===== config.mk =====
export PLATFORM = sky130hd
export DESIGN_NAME = clken_nco_flat
export DESIGN_NICKNAME = d
export VERILOG_FILES = /design/src/rtl/clken_nco_pkg.sv /design/src/rtl/clken_nco_if.sv /design/src/rtl/clken_nco_ch.sv /design/src/rtl/clken_nco.sv /design/src/flat_wrapper.sv
export SDC_FILE = /design/constraint.sdc
export NUM_CORES = 1
export LEC_CHECK = 0
export CORE_MARGIN = 2
export CORE_UTILIZATION = 45
export CTS_BUF_LIST = sky130_fd_sc_hd__clkbuf_4 sky130_fd_sc_hd__clkbuf_8 sky130_fd_sc_hd__clkbuf_16
export DETAILED_ROUTE_END_ITERATION = 10
export MAX_ROUTING_LAYER = met4
export PLACE_DENSITY = 0.61
export SETUP_SLACK_MARGIN = 0.1
export SYNTH_ARGS = -nofsm -noshare
export SYNTH_HDL_FRONTEND = slang
export SYNTH_SLANG_ARGS = --single-unit

===== constraint.sdc =====
create_clock -name clock -period 3 [get_ports clock]
set_input_delay 0.6 -clock clock [delete_from_list [all_inputs] [get_ports clock]]
set_output_delay 0.6 -clock clock [all_outputs]
set_load 0.01 [all_outputs]

===== src/rtl/clken_nco_pkg.sv =====
`default_nettype none
// ============================================================================
// Module      : clken_pkg
// Description : Shared defaults, channel-index width helper and test constants
//               for the clock-enable NCO.
// Revision    : 1.0 - initial release
// ============================================================================
package clken_pkg;

    localparam int c_DEF_NCH   = 4;
    localparam int c_DEF_ACC_W = 24;

    // Increments used by the verification scenarios (ACC_W = 8).
    localparam int c_TEST_INC_QUARTER = 64;
    localparam int c_TEST_INC_SLOW    = 32;
    localparam int c_TEST_INC_HALF    = 128;
    localparam int c_TEST_INC_3       = 3;
    localparam int c_TEST_INC_5       = 5;
    localparam int c_TEST_INC_MAX     = 255;

    // Channel index width; a single channel still needs one select bit.
    function automatic int ch_idx_w(input int n);
        return (n <= 1) ? 1 : $clog2(n);
    endfunction

endpackage
`default_nettype wire


===== src/rtl/clken_nco_if.sv =====
`default_nettype none
// ============================================================================
// Module      : clken_nco_if
// Description : Configuration command handshake between host and NCO bank.
// Revision    : 1.0 - initial release
// ============================================================================
interface clken_nco_if #(
    parameter int CH_W  = 2,
    parameter int ACC_W = 24
);
    logic             cfg_valid;
    logic             cfg_ready;
    logic             cfg_sync;
    logic [CH_W-1:0]  cfg_ch;
    logic [ACC_W-1:0] cfg_inc;

    modport master (output cfg_valid, cfg_sync, cfg_ch, cfg_inc, input cfg_ready);
    modport slave  (input cfg_valid, cfg_sync, cfg_ch, cfg_inc, output cfg_ready);
endinterface
`default_nettype wire


===== src/rtl/clken_nco_ch.sv =====
`default_nettype none
// ============================================================================
// Module      : clken_nco_ch
// Description : One NCO channel: accumulator, active and pending increment,
//               carry-driven registered clock-enable pulse.
// Revision    : 1.0 - initial release
// ============================================================================
module clken_nco_ch #(
    parameter int ACC_W = 24
) (
    input  wire logic             clock,
    input  wire logic             resetn,
    input  wire logic             i_sync,
    input  wire logic             i_wr,
    input  wire logic [ACC_W-1:0] i_wr_inc,
    output logic                  o_en,
    output logic                  o_pend
);

    logic [ACC_W-1:0] r_acc;
    logic [ACC_W-1:0] r_inc;
    logic [ACC_W-1:0] r_pnd_val;
    logic             r_pend;
    logic             r_en;

    logic [ACC_W:0]   w_sum;
    logic             w_carry;
    logic             w_apply;

    assign w_sum   = {1'b0, r_acc} + {1'b0, r_inc};
    assign w_carry = w_sum[ACC_W];
    // Swap the increment only at a wrap so no pulse interval is ever shortened;
    // a stopped channel has no wrap to wait for.
    assign w_apply = r_pend & (w_carry | (r_inc == '0));

    always_ff @(posedge clock) begin
        if (!resetn) begin
            r_acc     <= '0;
            r_inc     <= '0;
            r_pnd_val <= '0;
            r_pend    <= 1'b0;
            r_en      <= 1'b0;
        end else if (i_sync) begin
            r_acc  <= '0;
            r_en   <= 1'b0;
            r_pend <= 1'b0;
            if (r_pend) begin
                r_inc <= r_pnd_val;
            end
        end else begin
            r_acc <= w_sum[ACC_W-1:0];
            r_en  <= w_carry;
            if (w_apply) begin
                r_inc  <= r_pnd_val;
                r_pend <= 1'b0;
            end
            if (i_wr) begin
                r_pnd_val <= i_wr_inc;
                r_pend    <= 1'b1;
            end
        end
    end

    assign o_en   = r_en;
    assign o_pend = r_pend;

endmodule
`default_nettype wire


===== src/rtl/clken_nco.sv =====
`default_nettype none
// ============================================================================
// Module      : clken_nco
// Description : Bank of NCH clock-enable NCOs with a shared config handshake.
// Revision    : 1.0 - initial release
// ============================================================================
module clken_nco
    import clken_pkg::*;
#(
    parameter int NCH   = c_DEF_NCH,
    parameter int ACC_W = c_DEF_ACC_W,
    parameter int CH_W  = ch_idx_w(NCH)
) (
    input  wire logic     clock,
    input  wire logic     resetn,
    clken_nco_if.slave    cfg,
    output logic [NCH-1:0] en_out,
    output logic [NCH-1:0] pend
);

    logic           w_hs;
    logic           w_pend_sel;
    logic [NCH-1:0] w_wr;

    // Out-of-range channels select nothing, so they read as not pending.
    always_comb begin
        w_pend_sel = 1'b0;
        for (int i = 0; i < NCH; i++) begin
            if (cfg.cfg_ch == CH_W'(i)) begin
                w_pend_sel = pend[i];
            end
        end
    end

    assign cfg.cfg_ready = cfg.cfg_sync | ~w_pend_sel;
    assign w_hs          = cfg.cfg_valid & cfg.cfg_ready;

    generate
        for (genvar g = 0; g < NCH; g++) begin : g_ch
            assign w_wr[g] = w_hs & ~cfg.cfg_sync & (cfg.cfg_ch == CH_W'(g));

            clken_nco_ch #(
                .ACC_W (ACC_W)
            ) u_ch (
                .clock    (clock),
                .resetn   (resetn),
                .i_sync   (w_hs & cfg.cfg_sync),
                .i_wr     (w_wr[g]),
                .i_wr_inc (cfg.cfg_inc),
                .o_en     (en_out[g]),
                .o_pend   (pend[g])
            );
        end
    endgenerate

endmodule
`default_nettype wire


===== src/flat_wrapper.sv =====
// flat-port wrapper written by rule: the top's interface ports become plain ports
module clken_nco_flat import clken_pkg::*;
#(
    parameter int NCH   = c_DEF_NCH,
    parameter int ACC_W = c_DEF_ACC_W,
    parameter int CH_W  = ch_idx_w(NCH)
)
  (clock, resetn, en_out, pend, cfg_cfg_valid, cfg_cfg_sync, cfg_cfg_ch, cfg_cfg_inc, cfg_cfg_ready);
  clken_nco_if #(.CH_W(CH_W), .ACC_W(ACC_W)) cfg_i ();
  input  wire logic clock;
  input  wire logic resetn;
  output logic [NCH-1:0] en_out;
  output logic [NCH-1:0] pend;
  input wire logic [$bits(cfg_i.cfg_valid)-1:0] cfg_cfg_valid;
  input wire logic [$bits(cfg_i.cfg_sync)-1:0] cfg_cfg_sync;
  input wire logic [$bits(cfg_i.cfg_ch)-1:0] cfg_cfg_ch;
  input wire logic [$bits(cfg_i.cfg_inc)-1:0] cfg_cfg_inc;
  output wire logic [$bits(cfg_i.cfg_ready)-1:0] cfg_cfg_ready;
  assign cfg_i.cfg_valid = cfg_cfg_valid;
  assign cfg_i.cfg_sync = cfg_cfg_sync;
  assign cfg_i.cfg_ch = cfg_cfg_ch;
  assign cfg_i.cfg_inc = cfg_cfg_inc;
  assign cfg_cfg_ready = cfg_i.cfg_ready;
  clken_nco #(.NCH(NCH), .ACC_W(ACC_W), .CH_W(CH_W)) u_core (.clock(clock), .resetn(resetn), .cfg(cfg_i), .en_out(en_out), .pend(pend));
endmodule

==> out/metrics.cfg, run 1 <==
[yosys]
async_flop_share=0
synth_top_family_by_area=simple AND/OR/NAND/NOR gates
ys_types=72
synthCells=1733
ys_ff_latch=296
synth-xor-area-share=0.0362
yosysWarnings=0
syn_avg_cell_area_um2=8.51
synth_mux_area_frac=0.0362
ys_seq_area_frac=0.402
synth-main-ff-cell=dfxtp_1
synth_area_um2=14700
synth-edff-count=0
synth_fa_ha_area_frac=0.0869
synth-compound-area-share=0.195
yosys.area_share.simple=0.210
synthesis.nets=1863

[clock_tree]
cts_max_level=2
cts-root-buf=clkbuf_16
clockBufferDepth=3
cts_tree=done
worstSkewPairLatency_ns=0.51
clk_pin_slew_ns=0.06
cts_buffers=34
clkSinkCount=296
cts_hold_buf=0

[power]
p_per_area_nw_per_um2=520
p_leak_nw=7.04
peakVddDrop_v=0.000404

[setup_path]
crit_required_ns=3.39
endpoint_kind=flop
critPathMaxFanout=10
arrival_ns=3.17
critPathKind=flop to flop
worstSetupStartpointType=flop

[sta]
period_needed_ns=2.78
rsz0062_at_grt=false
worst_pin_slew_ns=0.904
setup_viol=0
finClkSkew_ns=0.0208
max_slew_margin=0.397
fin_tns_setup_ns=0
min_period_over_period=0.928
layout_setup_ws_ns=0.217
hold_viol=0
max_freq_ghz=0.359
drv_slew=0

[floorplan]
dieWidth_um=185
num_rows=66
start_util=0.455
fp.dieH_um=185
fp.dieArea_um2=34200
io_pins=39
core_area_um2=32400

[finish]
area_growth_pct=15.4
fin_util=0.525
layout-drive-gt1-share=0.0707
seq_area_um2=5930
num-fill-cells=3096
finalNonFillerCells=2211
multiInputGateArea_um2=8440
fin_nets=1877

[place]
place_inst=2147
io_buffers=38
place.gp.congestion=0.852
place_ws_ns=-0.00402
place_hpwl_um=24900

[drt]
avgViaCountPerCell=5.51
drt_pass1_iterations=5
totalWireLength_um=36800
ant_nets=0
wl_per_cell_um=16.7
routed-via-count=12184
drt-initial-drc-count=706
drc_errors=0

[global_routing]
grt_pass1_wl_um=59400
track_usage=0.223
antenna_found_initial=1
grt_pass1_vias=11520
grt_max_degree=243
grt-ovfl-total=0

[min_path]
hold_path_class=flop to flop

[outcome]
status=finished clean

[run]
cap_violations=0

-- cells in the mapped netlist (all sizes together) (16+ instances only) --
cell    count  area, um2
nand2     335       1260
dfxtp     296       5930
nor2      115        434
a21boi    100        751
ha         96       1200
o21ai      96        480
a21oi      69        345
nand3      68        345
a21o       59        443
clkbuf     55        206
mux2i      51        510
buf        38        228
xor2       31        272
nor3       30        155
xnor2      30        263
nor2b      27        169
nor4       27        169
and3       25        156
o21a       23        173
nand4      20        125
inv        16       60.1
-- layout make-up --
cell class | instances | area share
tap | 442 | 0.0325
antenna | 1 | 0.000147
clock buffer | 46 | 0.0602
multi-input combinational | 1328 | 0.496
clock inverter | 11 | 0.0113
sequential | 296 | 0.348
timing repair buffer | 71 | 0.0478
inverter | 16 | 0.00353
-- placed cells by master (no fill, tap or decap), types with 7 or more instances in the layout --
master,n
inv_1,16
ha_1,95
o21a_1,23
dfxtp_1,296
a21boi_0,28
o21ai_1,14
a21oi_1,66
o21bai_1,9
clkdlybuf4s50_1,36
mux2i_1,51
nor4_1,27
xor2_1,31
xnor2_1,30
nor2_1,114
nand2_1,334
nand2b_1,7
nor2b_1,27
nand3_1,65
buf_12,12
nor3_1,29
clkbuf_16,39
a21boi_1,72
buf_4,19
nand4_1,20
a31oi_1,11
and3_1,25
a211oi_1,10
a21o_1,59
and2_1,14
o21ai_0,79
-- worst max-delay path, stage by stage, from the launching register on --
cell	delay, ns
dfxtp_1	0.33
ha_2	0.19
fa_2	0.37
a21o_1	0.20
a41oi_2	0.18
nand3_2	0.16
a31oi_4	0.26
o31ai_4	0.12
o41ai_4	0.24
buf_4	0.18
clkbuf_16	0.16
mux2i_1	0.21
nor2b_1	0.07
-- per-stage QoR --
stage	power [mW]	cell area (um2)	hold WS, ns
after floorplan	4.29	14700	0.429
after detailed placement	4.46	15600	0.445
after global placement	4.45	15600	0.442
after CTS	8.93	16900	0.453
final	8.85	17000	0.451
after global routing	9.13	17000	0.467
-- what timing repair did --
action	CTS	global route
pin swaps	6	4
setup buffers	2	2
gates cloned	1	1
gates resized for setup	6	15
endpoints found under the setup margin	63	103
-- cell families (layout without fill, tap and decap cells) --
kind of cell	Yosys count	count (layout)
flops	296	296
other cells	0	1
xor+xnor	61	61
mux	52	52
compound gates	426	426
simple gates	689	689
buf+inv	109	144
fa+ha+maj	100	100
-- per-layer routing --
metal	up-vias	part of all wire	GRT usage
met5	-	0	-
met4	0	0.022	0.0575
met3	52	0.042	0.0287
met2	200	0.46	0.360
met1	5805	0.47	0.297
li1	6127	-	-
-- worst paths after layout --
path | cells after the start | from | slack, ns | end
worst max-delay path | 12 | u_core.g_ch[0].u_ch.r_inc[0] | 0.22 | u_core.g_ch[0].u_ch.r_inc[13]
worst min-delay path | 2 | u_core.g_ch[1].u_ch.r_pnd_val[18] | 0.45 | u_core.g_ch[1].u_ch.r_inc[18]
worst max register to register | 12 | u_core.g_ch[0].u_ch.r_inc[0] | 0.22 | u_core.g_ch[0].u_ch.r_inc[13]
worst min register to register | 2 | u_core.g_ch[1].u_ch.r_pnd_val[18] | 0.45 | u_core.g_ch[1].u_ch.r_inc[18]
-- power by group --
part / internal, mW / switching [mW] / total (mW)
Sequential: 3.97 / 0.0215 / 3.99
Combinational: 0.140 / 0.243 / 0.383
Clock: 2.82 / 1.65 / 4.47
-- flip-flops by register name (all words and copies together) (netlist names) --
| signal | count |
|---|---|
| u_core.g_ch.u_ch.r_acc | 96 |
| u_core.g_ch.u_ch.r_inc | 96 |
| u_core.g_ch.u_ch.r_pnd_val | 96 |
| u_core.g_ch.u_ch.o_en | 4 |
| u_core.g_ch.u_ch.o_pend | 4 |
Power figures use the tool's default switching activity.
==> inputs of run 2 (changes only) <==
--- a/config.mk
+++ b/config.mk
@@ -14,4 +14,5 @@
 export SETUP_SLACK_MARGIN = 0.1
 export SYNTH_ARGS = -nofsm -noshare
 export SYNTH_HDL_FRONTEND = slang
+export SYNTH_HIERARCHICAL = 1
 export SYNTH_SLANG_ARGS = --single-unit
==> out/metrics.cfg, run 2 <==
[outcome]
status=finished clean

[floorplan]
fp.dieH_um=190
start_util=0.454
dieWidth_um=190
io_pins=39
core_area_um2=34300
fp.dieArea_um2=36100
num_rows=68

[sta]
finClkSkew_ns=0.00899
setup_viol=0
drv_slew=0
rsz0062_at_grt=false
min_period_over_period=0.939
max_freq_ghz=0.355
max_slew_margin=0.439
period_needed_ns=2.82
layout_setup_ws_ns=0.182
worst_pin_slew_ns=0.820
hold_viol=0
fin_tns_setup_ns=0

[yosys]
synth_top_area_cell=dfxtp_1
yosysWarnings=6
ys_ff_latch=296
synthCells=1852
synth_area_leaders=dfxtp_1 38%, nand2_1 10%, ha_1 7.7%
synth_common_cells=428 x nand2_1, 296 x dfxtp_1, 102 x a21boi_0, 99 x a21oi_1, 96 x ha_1
yosysMostFrequentCell=nand2_1
async_flop_share=0
synth_area_um2=15600
synth-edff-count=0
ys_seq_area_frac=0.381
synth-main-ff-cell=dfxtp_1
ys_types=75
syn_avg_cell_area_um2=8.40
synthesis.nets=1982
synth_top_area_frac=0.381

[drt]
drc_errors=0
routed-via-count=12952
wl_per_cell_um=16.3
drt-initial-drc-count=695
drt_pass1_iterations=5
avgViaCountPerCell=5.51
ant_nets=0
totalWireLength_um=38400

[finish]
layout-drive-gt1-share=0.0712
final_area_um2=17700
final_common_cell=nand2_1
area_growth_pct=13.5
fin_nets=2003
reg_top3=u_core/g_ch.u_ch/r_acc (96), u_core/g_ch.u_ch/r_inc (96), u_core/g_ch.u_ch/r_pnd_val (96)
mostFrequentLayoutCells=428 x nand2_1, 296 x dfxtp_1, 102 x a21boi_0
num-fill-cells=3273
num_antenna_cells=0

[place]
place_hpwl_um=27600
place.gp.congestion=0.885
io_buffers=38
place_ws_ns=0.106
dpl_cell_area_um2=16300

[clock_tree]
cts-root-buf=clkbuf_16
cts_max_level=2
clk_pin_slew_ns=0.05
cts_hold_buf=0
cts_buffers=35
clockBufferDepth=3
cts_tree=done
clkSinkCount=296
worstSkewPairLatency_ns=0.50

[setup_path]
r2r_cells=8
worstSetupStartpointType=primary input
timing.rr.end=u_core/g_ch[1].u_ch/r_acc[18]
crit_cells=4
critPathKind=primary input to output pin
critPathMaxFanout=2
cp_num_buf_inv=2
r2r_start=u_core/g_ch[1].u_ch/r_inc[0]
r2r_slack_ns=0.27
crit_top_cell=clkdlybuf4s50_1
path_cells=clkdlybuf4s50_1, mux4_2, nand2b_1, clkdlybuf4s50_1
critical-path-top-delay-family=buffers and inverters
endpoint_kind=output pin
arrival_ns=2.22
crit_required_ns=2.40
max_stage_delay_ns=0.53
slowest_stage=clkdlybuf4s50_1

[power]
internal-power_mw=7.13
p_comb_frac=0.035
p_leak_nw=6.73
peakVddDrop_v=0.000364
p_sw_frac=0.209
seqPwrFrac=0.441
clkPwrFrac=0.524
p_switching_mw=1.88
p_per_area_nw_per_um2=510

[global_routing]
grt_pass1_wl_um=62600
track_usage=0.219
grt_max_degree=127
grt_pass1_vias=12332
antenna_found_initial=1
grt-ovfl-total=0

[run]
cap_violations=0

[min_path]
hold_path_class=flop to flop
hold_depth=2
hp-start=u_core/g_ch[3].u_ch/r_pnd_val[21]
holdPathEnd=u_core/g_ch[3].u_ch/r_inc[21]

==> run 2: cell types whose count changed after synthesis, sizes merged, moves of 11 or more <==
| cell | previous run | this run |
|---|---|---|
| a21oi | 69 | 106 |
| o21ai | 96 | 69 |
| nor3 | 30 | 58 |
| and3 | 25 | 9 |
| a21o | 59 | 41 |
| mux2i | 51 | 78 |
| nand2 | 335 | 428 |
| nand3 | 68 | 44 |
| clkbuf | 55 | 77 |
| a31oi | 13 | 2 |
| xor2 | 31 | 18 |
| buf | 38 | 20 |
| nor2b | 27 | 13 |
| nor2 | 115 | 93 |
==> run 2: kinds of logic (layout without fill, tap and decap cells) <==
family | count (synthesis) | in the layout | synth area share
buffers and inverters | 124 | 167 | 0.0423
AO/OA/AOI/OAI | 448 | 449 | 0.201
flip-flops | 296 | 296 | 0.381
XOR/XNOR | 44 | 44 | 0.0248
adder cells (fa/ha/maj) | 100 | 100 | 0.0823
multiplexers | 79 | 79 | 0.0516
AND/OR/NAND/NOR | 761 | 761 | 0.217
==> run 2: power groups by stage <==
| stage | clock network [mW] | registers, mW | logic (mW) |
|---|---|---|---|
| 6_report | 4.72 | 3.97 | 0.318 |
| 3_3_place_gp | 0 | 4.06 | 0.313 |
| 5_1_grt | 5.01 | 3.97 | 0.342 |
| 3_5_place_dp | 0 | 4.06 | 0.314 |
| 2_1_floorplan | 0 | 4.05 | 0.173 |
| 4_1_cts | 4.84 | 3.97 | 0.315 |
==> run 2: how the worst max path moves through the flow <==
stage	startpoint	slack, ns	endpoint
floorplan	u_core/g_ch[2].u_ch/r_inc[0]	0.43	u_core/g_ch[2].u_ch/r_inc[13]
global placement	cfg_cfg_sync	0.18	u_core/g_ch[2].u_ch/r_inc[4]
detailed placement	u_core/g_ch[2].u_ch/r_inc[0]	0.11	u_core/g_ch[2].u_ch/r_inc[6]
CTS	u_core/g_ch[2].u_ch/r_inc[0]	0.1	u_core/g_ch[2].u_ch/r_inc[4]
global route	cfg_cfg_ch[0]	0.12	cfg_cfg_ready
finish	cfg_cfg_ch[0]	0.18	cfg_cfg_ready
==> run 2: timing repair <==
action / CTS / global route
buffers inserted: 0 / 3
setup endpoints to repair: 1 / 34
gates resized for setup: 0 / 5
cloned: 0 / 1
pin swaps: 0 / 3
==> run 2: per-stage QoR <==
step	std cells	util	power (mW)	hold slack [ns]
2_1_floorplan	1852	-	4.23	0.437
3_3_place_gp	2287	0.476	4.37	0.444
3_5_place_dp	2287	0.476	4.37	0.449
4_1_cts	2347	0.514	9.12	0.458
5_1_grt	2351	0.515	9.33	0.471
6_report	2351	0.515	9.01	0.455
==> run 2: area by class of cell <==
| cell class | count | area, um2 | share of cell area |
|---|---|---|---|
| repair buffers | 82 | 752 | 0.0426 |
| multi-input cells | 1433 | 9020 | 0.511 |
| clock inverters | 13 | 248 | 0.0140 |
| flip-flops and latches | 296 | 5930 | 0.335 |
| inverters | 25 | 93.8 | 0.00531 |
| clock buffers | 47 | 1060 | 0.0598 |
| well taps | 455 | 569 | 0.0322 |
==> run 2: layer usage <==
metal / up-vias / GRT usage / part of all wire
met1: 6102 / 0.296 / 0.48
met2: 228 / 0.351 / 0.46
li1: 6569 / - / -
met4: 0 / 0.0519 / 0.019
met3: 53 / 0.0260 / 0.039
met5: - / - / 0
==> run 2: worst reg2reg max path, stage by stage, from the launching register on <==
cell and delay [ns]:
dfxtp_1 0.37, ha_1 0.22, fa_1 0.26, a211oi_1 0.11, or3_4 0.44, a21o_1 0.25
a2111oi_0 0.74, nor3_1 0.10, nor3_1 0.18
